<file path="src/rtl/mux_arb_nx1_pkg.sv">
// Shared constants for the N:1 arbitrated mux: mode encodings, channel-count limits
// and the wrapping index increment used by the round-robin pointer.
package mux_arb_nx1_pkg;

   typedef enum logic {
      MODE_SEL = 1'b0,
      MODE_RR  = 1'b1
   } arbMode_e;

   localparam int NUM_IN_MIN = 2;
   localparam int NUM_IN_MAX = 16;

   function automatic int wrapInc(input int idx, input int n);
      return (idx >= n - 1) ? 0 : idx + 1;
   endfunction

endpackage

</file>
<file path="src/rtl/mux_arb_nx1_rr_pick.sv">
// Round-robin search: first asserted request at or above ptr, wrapping to 0.
module rr_pick
   import mux_arb_nx1_pkg::*;
#(
   parameter int NUM_IN = 4,
   parameter int SEL_W  = $clog2(NUM_IN)
) (
   input  logic [NUM_IN-1:0] req,
   input  logic [SEL_W-1:0]  ptr,
   output logic              found,
   output logic [SEL_W-1:0]  idx
);

   logic [SEL_W:0] cand;

   always_comb begin
      found = 1'b0;
      idx   = '0;
      cand  = '0;
      for (int k = 0; k < NUM_IN; k++) begin
         // One extra bit so ptr+k never overflows before the modulo fold.
         cand = {1'b0, ptr} + (SEL_W+1)'(k);
         if (cand >= (SEL_W+1)'(NUM_IN)) cand = cand - (SEL_W+1)'(NUM_IN);
         if (!found && req[cand[SEL_W-1:0]]) begin
            found = 1'b1;
            idx   = cand[SEL_W-1:0];
         end
      end
   end

endmodule

</file>
<file path="src/rtl/mux_arb_nx1.sv">
// N:1 mux with explicit-select or round-robin arbitration into a single registered
// output word; drain and reload in the same cycle give one word per clock.
module mux_arb_nx1
   import mux_arb_nx1_pkg::*;
#(
   parameter int WIDTH  = 32,
   parameter int NUM_IN = 4,
   parameter int SEL_W  = $clog2(NUM_IN)
) (
   input  logic                    clk,
   input  logic                    rst_n,
   input  logic [NUM_IN*WIDTH-1:0] D,
   input  logic [NUM_IN-1:0]       V,
   output logic [NUM_IN-1:0]       R,
   input  logic [SEL_W-1:0]        S,
   input  logic                    MODE,
   output logic [WIDTH-1:0]        F,
   output logic                    F_valid,
   input  logic                    F_ready,
   output logic [SEL_W-1:0]        F_sel
);

   // Handshake: a channel word moves when R[i] & V[i]; the output word moves when
   // F_valid & F_ready. R is only ever raised for a channel that is already valid.

   logic [WIDTH-1:0] fQ;
   logic [SEL_W-1:0] fSelQ;
   logic             fValidQ;
   logic [SEL_W-1:0] ptrQ;

   logic             space;
   logic             vAtS;
   logic             selInRange;
   logic             rrFound;
   logic [SEL_W-1:0] rrIdx;
   logic             grant;
   logic [SEL_W-1:0] gIdx;
   logic [WIDTH-1:0] dataSel;

   rr_pick #(
      .NUM_IN (NUM_IN),
      .SEL_W  (SEL_W)
   ) u_rrPick (
      .req   (V),
      .ptr   (ptrQ),
      .found (rrFound),
      .idx   (rrIdx)
   );

   always_comb begin
      space      = !fValidQ || F_ready;
      selInRange = ({1'b0, S} < (SEL_W+1)'(NUM_IN));
      vAtS       = 1'b0;
      for (int i = 0; i < NUM_IN; i++) begin
         if (S == SEL_W'(i)) vAtS = V[i];
      end

      if (MODE == MODE_RR) begin
         grant = rrFound && space;
         gIdx  = rrIdx;
      end else begin
         grant = selInRange && vAtS && space;
         gIdx  = S;
      end
      // Ready must stay low for the whole reset interval, not just until the next edge.
      grant = grant && rst_n;

      R       = '0;
      dataSel = '0;
      for (int i = 0; i < NUM_IN; i++) begin
         if (gIdx == SEL_W'(i)) begin
            R[i]    = grant;
            dataSel = D[i*WIDTH +: WIDTH];
         end
      end
   end

   always_ff @(posedge clk or negedge rst_n) begin
      if (!rst_n) begin
         fQ      <= '0;
         fSelQ   <= '0;
         fValidQ <= 1'b0;
         ptrQ    <= '0;
      end else begin
         if (grant) begin
            fQ      <= dataSel;
            fSelQ   <= gIdx;
            fValidQ <= 1'b1;
         end else if (F_ready) begin
            fValidQ <= 1'b0;
         end
         if (grant && MODE == MODE_RR) begin
            ptrQ <= SEL_W'(wrapInc(int'(gIdx), NUM_IN));
         end
      end
   end

   assign F       = fQ;
   assign F_sel   = fSelQ;
   assign F_valid = fValidQ;

endmodule

</file>
<file path="config.mk">
export PLATFORM = sky130hd
export DESIGN_NAME = mux_arb_nx1
export DESIGN_NICKNAME = d
export VERILOG_FILES = /design/src/rtl/mux_arb_nx1_pkg.sv /design/src/rtl/mux_arb_nx1_rr_pick.sv /design/src/rtl/mux_arb_nx1.sv
export SDC_FILE = /design/constraint.sdc
export NUM_CORES = 1
export LEC_CHECK = 0
export ABC_AREA = 1
export ABC_CLOCK_PERIOD_IN_PS = 3000
export CAP_MARGIN = 20
export CORE_MARGIN = 4
export CORE_UTILIZATION = 39
export CTS_BUF_LIST = sky130_fd_sc_hd__clkbuf_4 sky130_fd_sc_hd__clkbuf_8
export DETAILED_ROUTE_END_ITERATION = 8
export GPL_TIMING_DRIVEN = 0
export PLACE_DENSITY_LB_ADDON = 0.1
export SETUP_SLACK_MARGIN = 0.15
export SYNTH_ARGS = -nofsm -noshare
export SYNTH_HDL_FRONTEND = slang
export SYNTH_HIERARCHICAL = 1
export SYNTH_SLANG_ARGS = --single-unit
</file>
<file path="constraint.sdc">
create_clock -name clk -period 3 [get_ports clk]
set_input_delay 0.45 -clock clk [delete_from_list [all_inputs] [get_ports clk]]
set_output_delay 0.45 -clock clk [all_outputs]
set_load 0.005 [all_outputs]
</file>
After elaboration in Yosys (flattened, before gate mapping)
Index checks and enable logic that the tools add are counted.
W data, S select, Z words.
- input port bits: 138
- word-level logic and storage cells: 79
- output and inout bits: 39
- register bits: 37
- reductions and logical operators: 15
- muxes and demuxes: 37
- equality and inequality tests: 6
- order comparisons: 9
- $add $sub $neg: 8
- operators by type and width (kind ; number):
    $mux W32 ; 4
    $mux W2 ; 10
    $mux W1 ; 19
    $lt A2 B3 Y1 const B ; 4
    $ge A3 B3 Y1 const B ; 3
    $bmux W1 S2 ; 4
    $eq A2 B2 Y1 const B ; 4
    $sub A2 B1 Y2 const B ; 4
    $logic_and A1 B1 Y1 ; 7
    $add A2 B2 Y3 const B ; 2
    $eq A2 B1 Y1 const B ; 2
    $logic_not A1 Y1 ; 4
    $logic_not A2 Y1 ; 2
    $add A2 B1 Y3 const B ; 1
    $ge A2 B3 Y1 const B ; 1
    $add A2 B1 Y2 const B ; 1
    $ge A2 B2 Y1 const B ; 1
    $reduce_bool A2 Y1 ; 1
    $logic_or A1 B1 Y1 ; 1

Logic depth before layout (Yosys ltp)
Gate-level depths: netlist of run 1.
- depth in word-level cells: 20
- gate-level depth with buffers: 23
- depth with buffers taken out: 22

Cells and area by module
Netlist of run 1, hierarchy kept.
- by module, submodules not included (module ; times used ; area an instance (um^2) ; seq. area each (um^2) ; cells an instance):
    mux_arb_nx1 ; 1 ; 2663.8 ; 925.9 ; 434
    rr_pick ; 1 ; 319.1 ; 0.0 ; 59

Worst setup path after synthesis of run 1
Ideal clock, no wire load.
- path type: register -> output
- from: register ptrQ[0]
- to: output port R[3]
- path slack: 327 ps
- cell stages (with the launch flop): 16
- buffers on the path: 3
- required time: 2550 ps
- arrival: 2223 ps
- cell sequence: dfrtp_1 -> buf_6 -> nand2_1 -> nand2_4 -> nand2_2 -> nand2_2 -> nor2_4 -> nand3_1 -> nand3_1 -> or2_2 -> o21a_1 -> ha_1 -> clkbuf_1 -> inv_1 -> buf_1 -> nor2_1
- elaborated cells between the ends (all ways): 43
- classes of those cells: add/sub: 7; order compare: 4; eq/ne: 1; mux: 23; reduce/logical: 8
- RTL lines (what ; line ; text):
    start, declared ; mux_arb_nx1.sv:29 ; logic [SEL_W-1:0] ptrQ;
    start signal, assigned ; mux_arb_nx1.sv:93 ; ptrQ <= SEL_W'(wrapInc(int'(gIdx), NUM_IN));
    branches (longest 13 deep; another with $add A2 B1 Y3) ; n/a ;
    $mux W2 * ; mux_arb_nx1_rr_pick.sv:24 ; if (!found && req[cand[SEL_W-1:0]]) begin
    net rrIdx[1] ; mux_arb_nx1.sv:35 ; logic [SEL_W-1:0] rrIdx;
    $mux W2 * ; mux_arb_nx1.sv:58 ; if (MODE == MODE_RR) begin
    net gIdx[1] ; mux_arb_nx1.sv:37 ; logic [SEL_W-1:0] gIdx;
    $eq A2 B2 Y1 * ; mux_arb_nx1.sv:71 ; if (gIdx == SEL_W'(i)) begin
    $mux W1 * ; mux_arb_nx1.sv:71 ;
    end, declared ; mux_arb_nx1.sv:14 ; output logic [NUM_IN-1:0] R,
Mark *: on every way through the listed nets, which the timed path passes. The select of a mux whose other input is x is not followed.

Worst setup path after layout of run 1
Ends and elaborated chain as after synthesis.

==> metrics.txt, run 1 <==
Clk pin slew, worst setup/hold paths=70 ps; root buffer cell=clkbuf_8; Crit-path slowest cell=dfrtp_1; initial antenna violation count=0; VDD IR-drop max=between 400 and 500 uV; Synthesized Nets=635; CTS tree=done; Final Hold Vio Count=0; post-synthesis cell count=just under 500; Num CTS Buffers=5; Top FF cell, synth=dfrtp_1; final WL=12400 microns; clock buffer depth=2; vias=approximately 4000; Synth Warn #=6; Worst-Margin Slew=between 800 and 900 ps; multi-input logic area=2090 sq um; Area Overhead vs Synth=90.3%; GR Util met3=6.95%; Worst Setup SP=ptrQ[0]; Worst EP required=around 2600 ps; status=finished, violations left; Max Slew Vio Count=0; Switch Pwr=2.21 mW; number of global-route vias before repair=3894; Vias/cell=4.94; Logic pwr share=about three quarters; Inserted Diodes=0; post-synth cell types=27; Die Wd=95.5 microns; clock share of power=6.5%; maximum clock rate=331 MHz; slew margin rel.=just over 40%; synthesized area=2980 sq um; Post-synth ARST share=100%; CP max FO=5; met1 Use GR=27.9%; Iter 0 DRT Violations=124; total power=4.97 mW; setup TNS=-36.3 ps; DP HPWL=8330 microns; die area=between 9000 and 10000 sq um; CP Capture Type=output port; initial core utilization=40.7%; fin crit share=101%; Total GRT Usage=24.9%; CTS H-tree lvls=2; met2 Use GR=45.3%; synthesized flop and latch total=37; failing checks=setup timing; gr ovfl total=0; port bufs=176; cell family with most CP delay=buffers and inverters; Sw Share=44.4%; maxcap violations=0; Clock Latency Late Sink=290 ps; Clock Skews=roughly 4.2 ps; drt first pass iters=4; sequential share of the synthesized area=31.0%; antenna-violating nets left=0; share of cells above drive strength 1=24.8%; Post-synth EDFFs=0; Arrival @ worst endpoint=2570 ps; Residual DRC=0; CTS Hold Buffers Added=0; first-pass GRT wire length=17800 microns; P_int=2.76 mW; storage element area=927 sq um; fillers=543; commonest non-fill, non-tap cells in the layout=244 x nand2_1, 167 x clkdlybuf4s50_1, 36 x dfrtp_1, 36 x nand3_1, 24 x buf_4; Max stage delay on crit path=420 ps; die height=95.5 microns; share of power burned in registers=about 17%; Tmin final=3020 ps; RSZ-0062 raised after global routing=yes; fin nets=854; Min-Delay Path Class=in -> async; most crowded layer after global routing=met2; # IOs=177; r2r startpoint=ptrQ[0]; Sink Count=37; largest net degree at the start of global routing=40; Static Leak=between 2 and 3 nW; Final Wtd Congestion=0.798; Final WS setup=-21.3 ps; WS Path Type=reg -> out; CP bufs+invs=8; Power Density=876 nW/um^2; Core Rows=31; core area=7330 sq um; routed wire length per instance=between 15 and 20 microns; Final setup viols=3; Synth Area per Inst=6.05 sq um; worst-path cell chain=buf_6 > buf_6 > nand2_4 > nand2_4 > nand2_4 > buf_4 > nand2_1 > nand2_1 > nand3_1 > or2_4 > o21a_4 > buf_6 > ha_4 > clkbuf_8 > inv_4 > buf_8 > nor2_1 > buf_2; CP Launch Type=register; commonest non-fill, non-tap cell in the layout=nand2_1
logic make-up after synthesis:
group	count (synthesis)	synth area share, %
simple gates	363	53.1
buf+inv	49	7.09
compound gates	40	7.13
flops	37	31.0
fa+ha+maj	4	1.68
per-layer routing:
layer	vias to the layer above	routed length, microns
met1	1867	4570
met5	-	0
met4	0	248
li1	1971	-
met3	17	1040
met2	150	6540
state kept, by name, indices dropped and copies added, names as in the netlist:
name     count
F_sel        2
ptrQ         2
F_valid      1
F           32
what timing repair did:
action,CTS,global route
gates resized for setup,93,93
pin swaps,19,23
gates cloned,0,3
setup buffers,26,7
setup endpoints to repair,35,37
metrics by stage:
| step | utilization (%) | hold WS (ps) | worst slack [ps] | instances | cell area, sq um |
|---|---|---|---|---|---|
| finish | 77.4 | 269 | -21.3 | 810 | 5680 |
| CTS | 72.8 | 307 | 39.1 | 800 | 5340 |
| detailed placement | 66.3 | 460 | -1010 | 768 | 4860 |
| global route | 77.4 | 346 | -141 | 810 | 5680 |
| global placement | 66.4 | 457 | -957 | 768 | 4870 |
| floorplan | - | 154 | 327 | 493 | 2980 |
cell usage after synthesis, types with 5 or more instances:
| cell | n | area share (%) |
|---|---|---|
| nand2_1 | 263 | 33 |
| nand3_1 | 40 | 6.7 |
| dfrtp_1 | 37 | 31 |
| a21oi_1 | 34 | 5.7 |
| or2_2 | 24 | 5.0 |
| inv_1 | 15 | 1.9 |
| clkbuf_1 | 13 | 1.6 |
| buf_2 | 10 | 1.7 |
| nand2_2 | 10 | 2.1 |
| or2_0 | 9 | 1.9 |
| inv_2 | 5 | 0.63 |
| nor2_1 | 5 | 0.63 |
power by group through the flow:
stage / clock (mW) / combinational, mW / sequential, mW
finish: 0.325 / 3.79 / 0.859
global route: 0.348 / 4.13 / 0.884
CTS: 0.331 / 3.24 / 0.846
detailed placement: 0 / 2.71 / 0.843
global placement: 0 / 2.64 / 0.837
floorplan: 0 / 1.62 / 0.856
path summary, 6_finish.rpt:
check | depth (start not counted) | slack, ps | endpoint
worst min register to register | 2 | 480 | F[4]
min in group clk | 2 | 480 | F[4]
max in group asynchronous | 1 | 2120 | ptrQ[1]
worst max register to register | 24 | 20 | F[14]
worst min-delay path | 1 | 270 | F[23]
worst max-delay path | 18 | -20 | R[3]
worst register-to-register path: stages, from the launching register on:
cell	delay [ps]
dfrtp_1	420
buf_6	150
buf_6	120
nand2_4	70
nand2_4	70
nand2_4	60
nand2_4	50
nor2_4	120
nand4_1	100
nand3_1	120
or2_4	140
o21a_4	160
inv_2	50
ha_2	180
buf_6	120
buf_4	160
nor2_4	120
buf_12	160
buf_8	120
nand2_1	50
nand2_1	60
nand3_1	70
nand2_1	90
nand2_1	70
nand2_1	90
area by class of cell:
cell class / instances / share of cell area, %
Clock buffer: 5 / 1.21
Timing Repair Buffer: 212 / 36.5
Buffer: 29 / 5.09
Tap cell: 99 / 2.18
Clock inverter: 1 / 0.0882
Sequential cell: 37 / 16.3
Inverter: 20 / 1.68
Multi-Input combinational cell: 407 / 36.9
No activity file was read; power rests on OpenSTA's default activity.
==> run 2, diff against run 1 <==
SETUP_SLACK_MARGIN = default   (was 0.15)
==> run 2 against run 1 <==
Net effect: the run still ends with setup timing left; routed wire length decreased by 7.0%; critical path depth fell by 2; clock-buffer cell count stayed put; clock skew shrank 2.3 ps; non-clock buffer count decreased by 17; fmax barely moved; utilization shrank 4.1 points; die area unchanged; hold slack improved by 9.6 ps; cell count down 2.1%; combinational power decreased by 12%; clock power about the same; critical path type unchanged; largest cell class unchanged; highest routed layer unchanged.
==> metrics.txt, run 2 (same netlist as run 1, synthesis figures left out) <==
status=finished, violations left (unchanged); failing checks=setup timing (unchanged); post-route cell area=5380 sq um (was 5680 sq um); Sink Count=37 (unchanged); Largest register FFs=32 (unchanged); CP Launch Type=register (unchanged); gr ovfl total=0 (unchanged); multi-input logic area=1980 sq um (was 2090 sq um); Final setup viols=2 (was 3); placed inst area=4860 sq um (unchanged); setup TNS=-39.8 ps (was -36.3 ps); first-pass GRT wire length=17100 microns (was 17800 microns); CTS tree=done (unchanged); fin crit share=101% (about the same); Min-Delay Path Class=in -> async (unchanged); Final WS setup=-24.1 ps (was -21.3 ps); maxcap violations=0 (unchanged); Clk pin slew, worst setup/hold paths=70 ps (about the same); initial core utilization=40.7% (unchanged); Iter 0 DRT Violations=137 (was 124); slew margin rel.=40.3% (was 41.0%); root buffer cell=clkbuf_8 (unchanged); number of global-route vias before repair=3745 (was 3894); maximum clock rate=331 MHz (about the same); Final Wtd Congestion=0.798 (unchanged); Power Density=842 nW/um^2 (was 876 nW/um^2); WS Path Type=reg -> out (unchanged); storage element area=928 sq um (was 927 sq um); fillers=602 (was 543); Final Hold Vio Count=0 (unchanged); commonest non-fill, non-tap cell in the layout=nand2_1 (unchanged); core area=7330 sq um (unchanged); initial antenna violation count=0 (unchanged); Arrival @ worst endpoint=2570 ps (about the same); Die Wd=95.5 microns (unchanged); Core Rows=31 (unchanged); Static Leak=2.65 nW (was 2.78 nW); final hold slack=278 ps (was 269 ps); VDD IR-drop max=416 uV (was 460 uV); Worst EP required=2550 ps (about the same); CP max FO=6 (was 5); Tmin final=3020 ps (about the same); CTS H-tree lvls=2 (unchanged); RSZ-0062 raised after global routing=yes (unchanged); Residual DRC=0 (unchanged); share of cells above drive strength 1=19.3% (was 24.8%); CTS Hold Buffers Added=0 (unchanged); Post-Route Utilization=73.4% (was 77.4%); largest net degree at the start of global routing=40 (unchanged); die area=9110 sq um (unchanged); Vias/cell=4.92 (was 4.94); clock buffer depth=2 (unchanged); port bufs=176 (unchanged); Worst-Margin Slew=895 ps (was 884 ps); Num CTS Buffers=5 (unchanged); # IOs=177 (unchanged); DP HPWL=8330 microns (unchanged); Worst R2R Setup Slack=140 ps (was 20 ps); Max Slew Vio Count=0 (unchanged); Total GRT Usage=23.9% (was 24.9%); routed wire length per instance=14.5 microns (was 15.3 microns); drt first pass iters=4 (unchanged); CP Capture Type=output port (unchanged); vias=3905 (was 4005); Inserted Diodes=0 (unchanged); Clock Latency Late Sink=280 ps (was 290 ps); commonest non-fill, non-tap cells in the layout=254 x nand2_1, 167 x clkdlybuf4s50_1, 35 x dfrtp_1, 35 x nand3_1, 29 x a21oi_1 (was 244 x nand2_1, 167 x clkdlybuf4s50_1, 36 x dfrtp_1, 36 x nand3_1, 24 x buf_4); Critical R2R Capture=F[25] (was F[14]); Clock Skews=1.97 ps (was 4.25 ps); final WL=11500 microns (was 12400 microns); R2R cell count=23 (was 24); r2r startpoint=ptrQ[0] (unchanged); fin nets=837 (was 854); die height=95.5 microns (unchanged); antenna-violating nets left=0 (unchanged); Area Overhead vs Synth=80.3% (was 90.3%)
-- run 2: cell types whose count changed in the layout (fill, tap and decap cells not counted), moves of 7 or more --
| cell | previous run | this run |
|---|---|---|
| a21oi_1 | 22 | 29 |
| a21oi_2 | 12 | 5 |
| buf_4 | 24 | 16 |
| buf_6 | 19 | 10 |
| nand2_1 | 244 | 254 |
-- run 2: worst max path at each step --
stage | start | end | slack [ps]
detailed placement | V[2] | R[3] | -1010
finish | ptrQ[0] | R[2] | -20
floorplan | ptrQ[0] | R[3] | 330
global route | ptrQ[0] | R[1] | -190
global placement | V[2] | R[3] | -960
CTS | ptrQ[0] | R[3] | -100
-- run 2: power breakdown --
part	total, mW	switching (mW)	internal (mW)
Clock	0.325	0.172	0.153
Sequential	0.856	0.138	0.717
Combinational	3.35	1.70	1.64
Total	4.53	2.01	2.51
-- run 2: critical path, cell delays in order, from the launching register on --
cell and delay, ps:
dfrtp_2 450, buf_6 150, nand2_4 80, nand3_2 80, nand2_2 110, inv_2 60
nand4_1 100, nand3_1 90, or2_4 230, o21a_4 130, buf_4 140, buf_12 120
ha_4 180, inv_4 70, clkbuf_8 120, nor2_1 40, buf_2 120
-- run 2: metal layers --
metal	up-vias	wire (microns)	track usage (%)
met3	31	923	6.79
met4	0	363	8.65
li1	1936	-	-
met1	1783	4460	27.0
met2	155	5790	42.7
met5	-	0	0
-- run 2: layout make-up --
class	instances	share of cell area, %
clock buffer	5	1.28
clock inverter	1	0.0930
sequential	37	17.3
timing repair buffer	198	36.7
buffer	26	3.86
multi-input combinational	407	36.9
tap	99	2.30
inverter	20	1.63
-- run 2: what timing repair did --
item | in CTS | in global routing
endpoints found under the setup margin | 34 | 34
resized for setup | 45 | 71
setup buffers | 8 | 11
cloned | 1 | 2
hold endpoints to repair | 0 | 0
pin swaps | 3 | 14
-- run 2: per-stage QoR --
step           std cells  worst slack, ps  total power, mW
3_5_place_dp         768            -1010             3.55
5_1_grt              793             -190             4.94
3_3_place_gp         768             -957             3.48
4_1_cts              781             -105             4.12
2_1_floorplan        493              327             2.48
6_report             793            -24.1             4.53
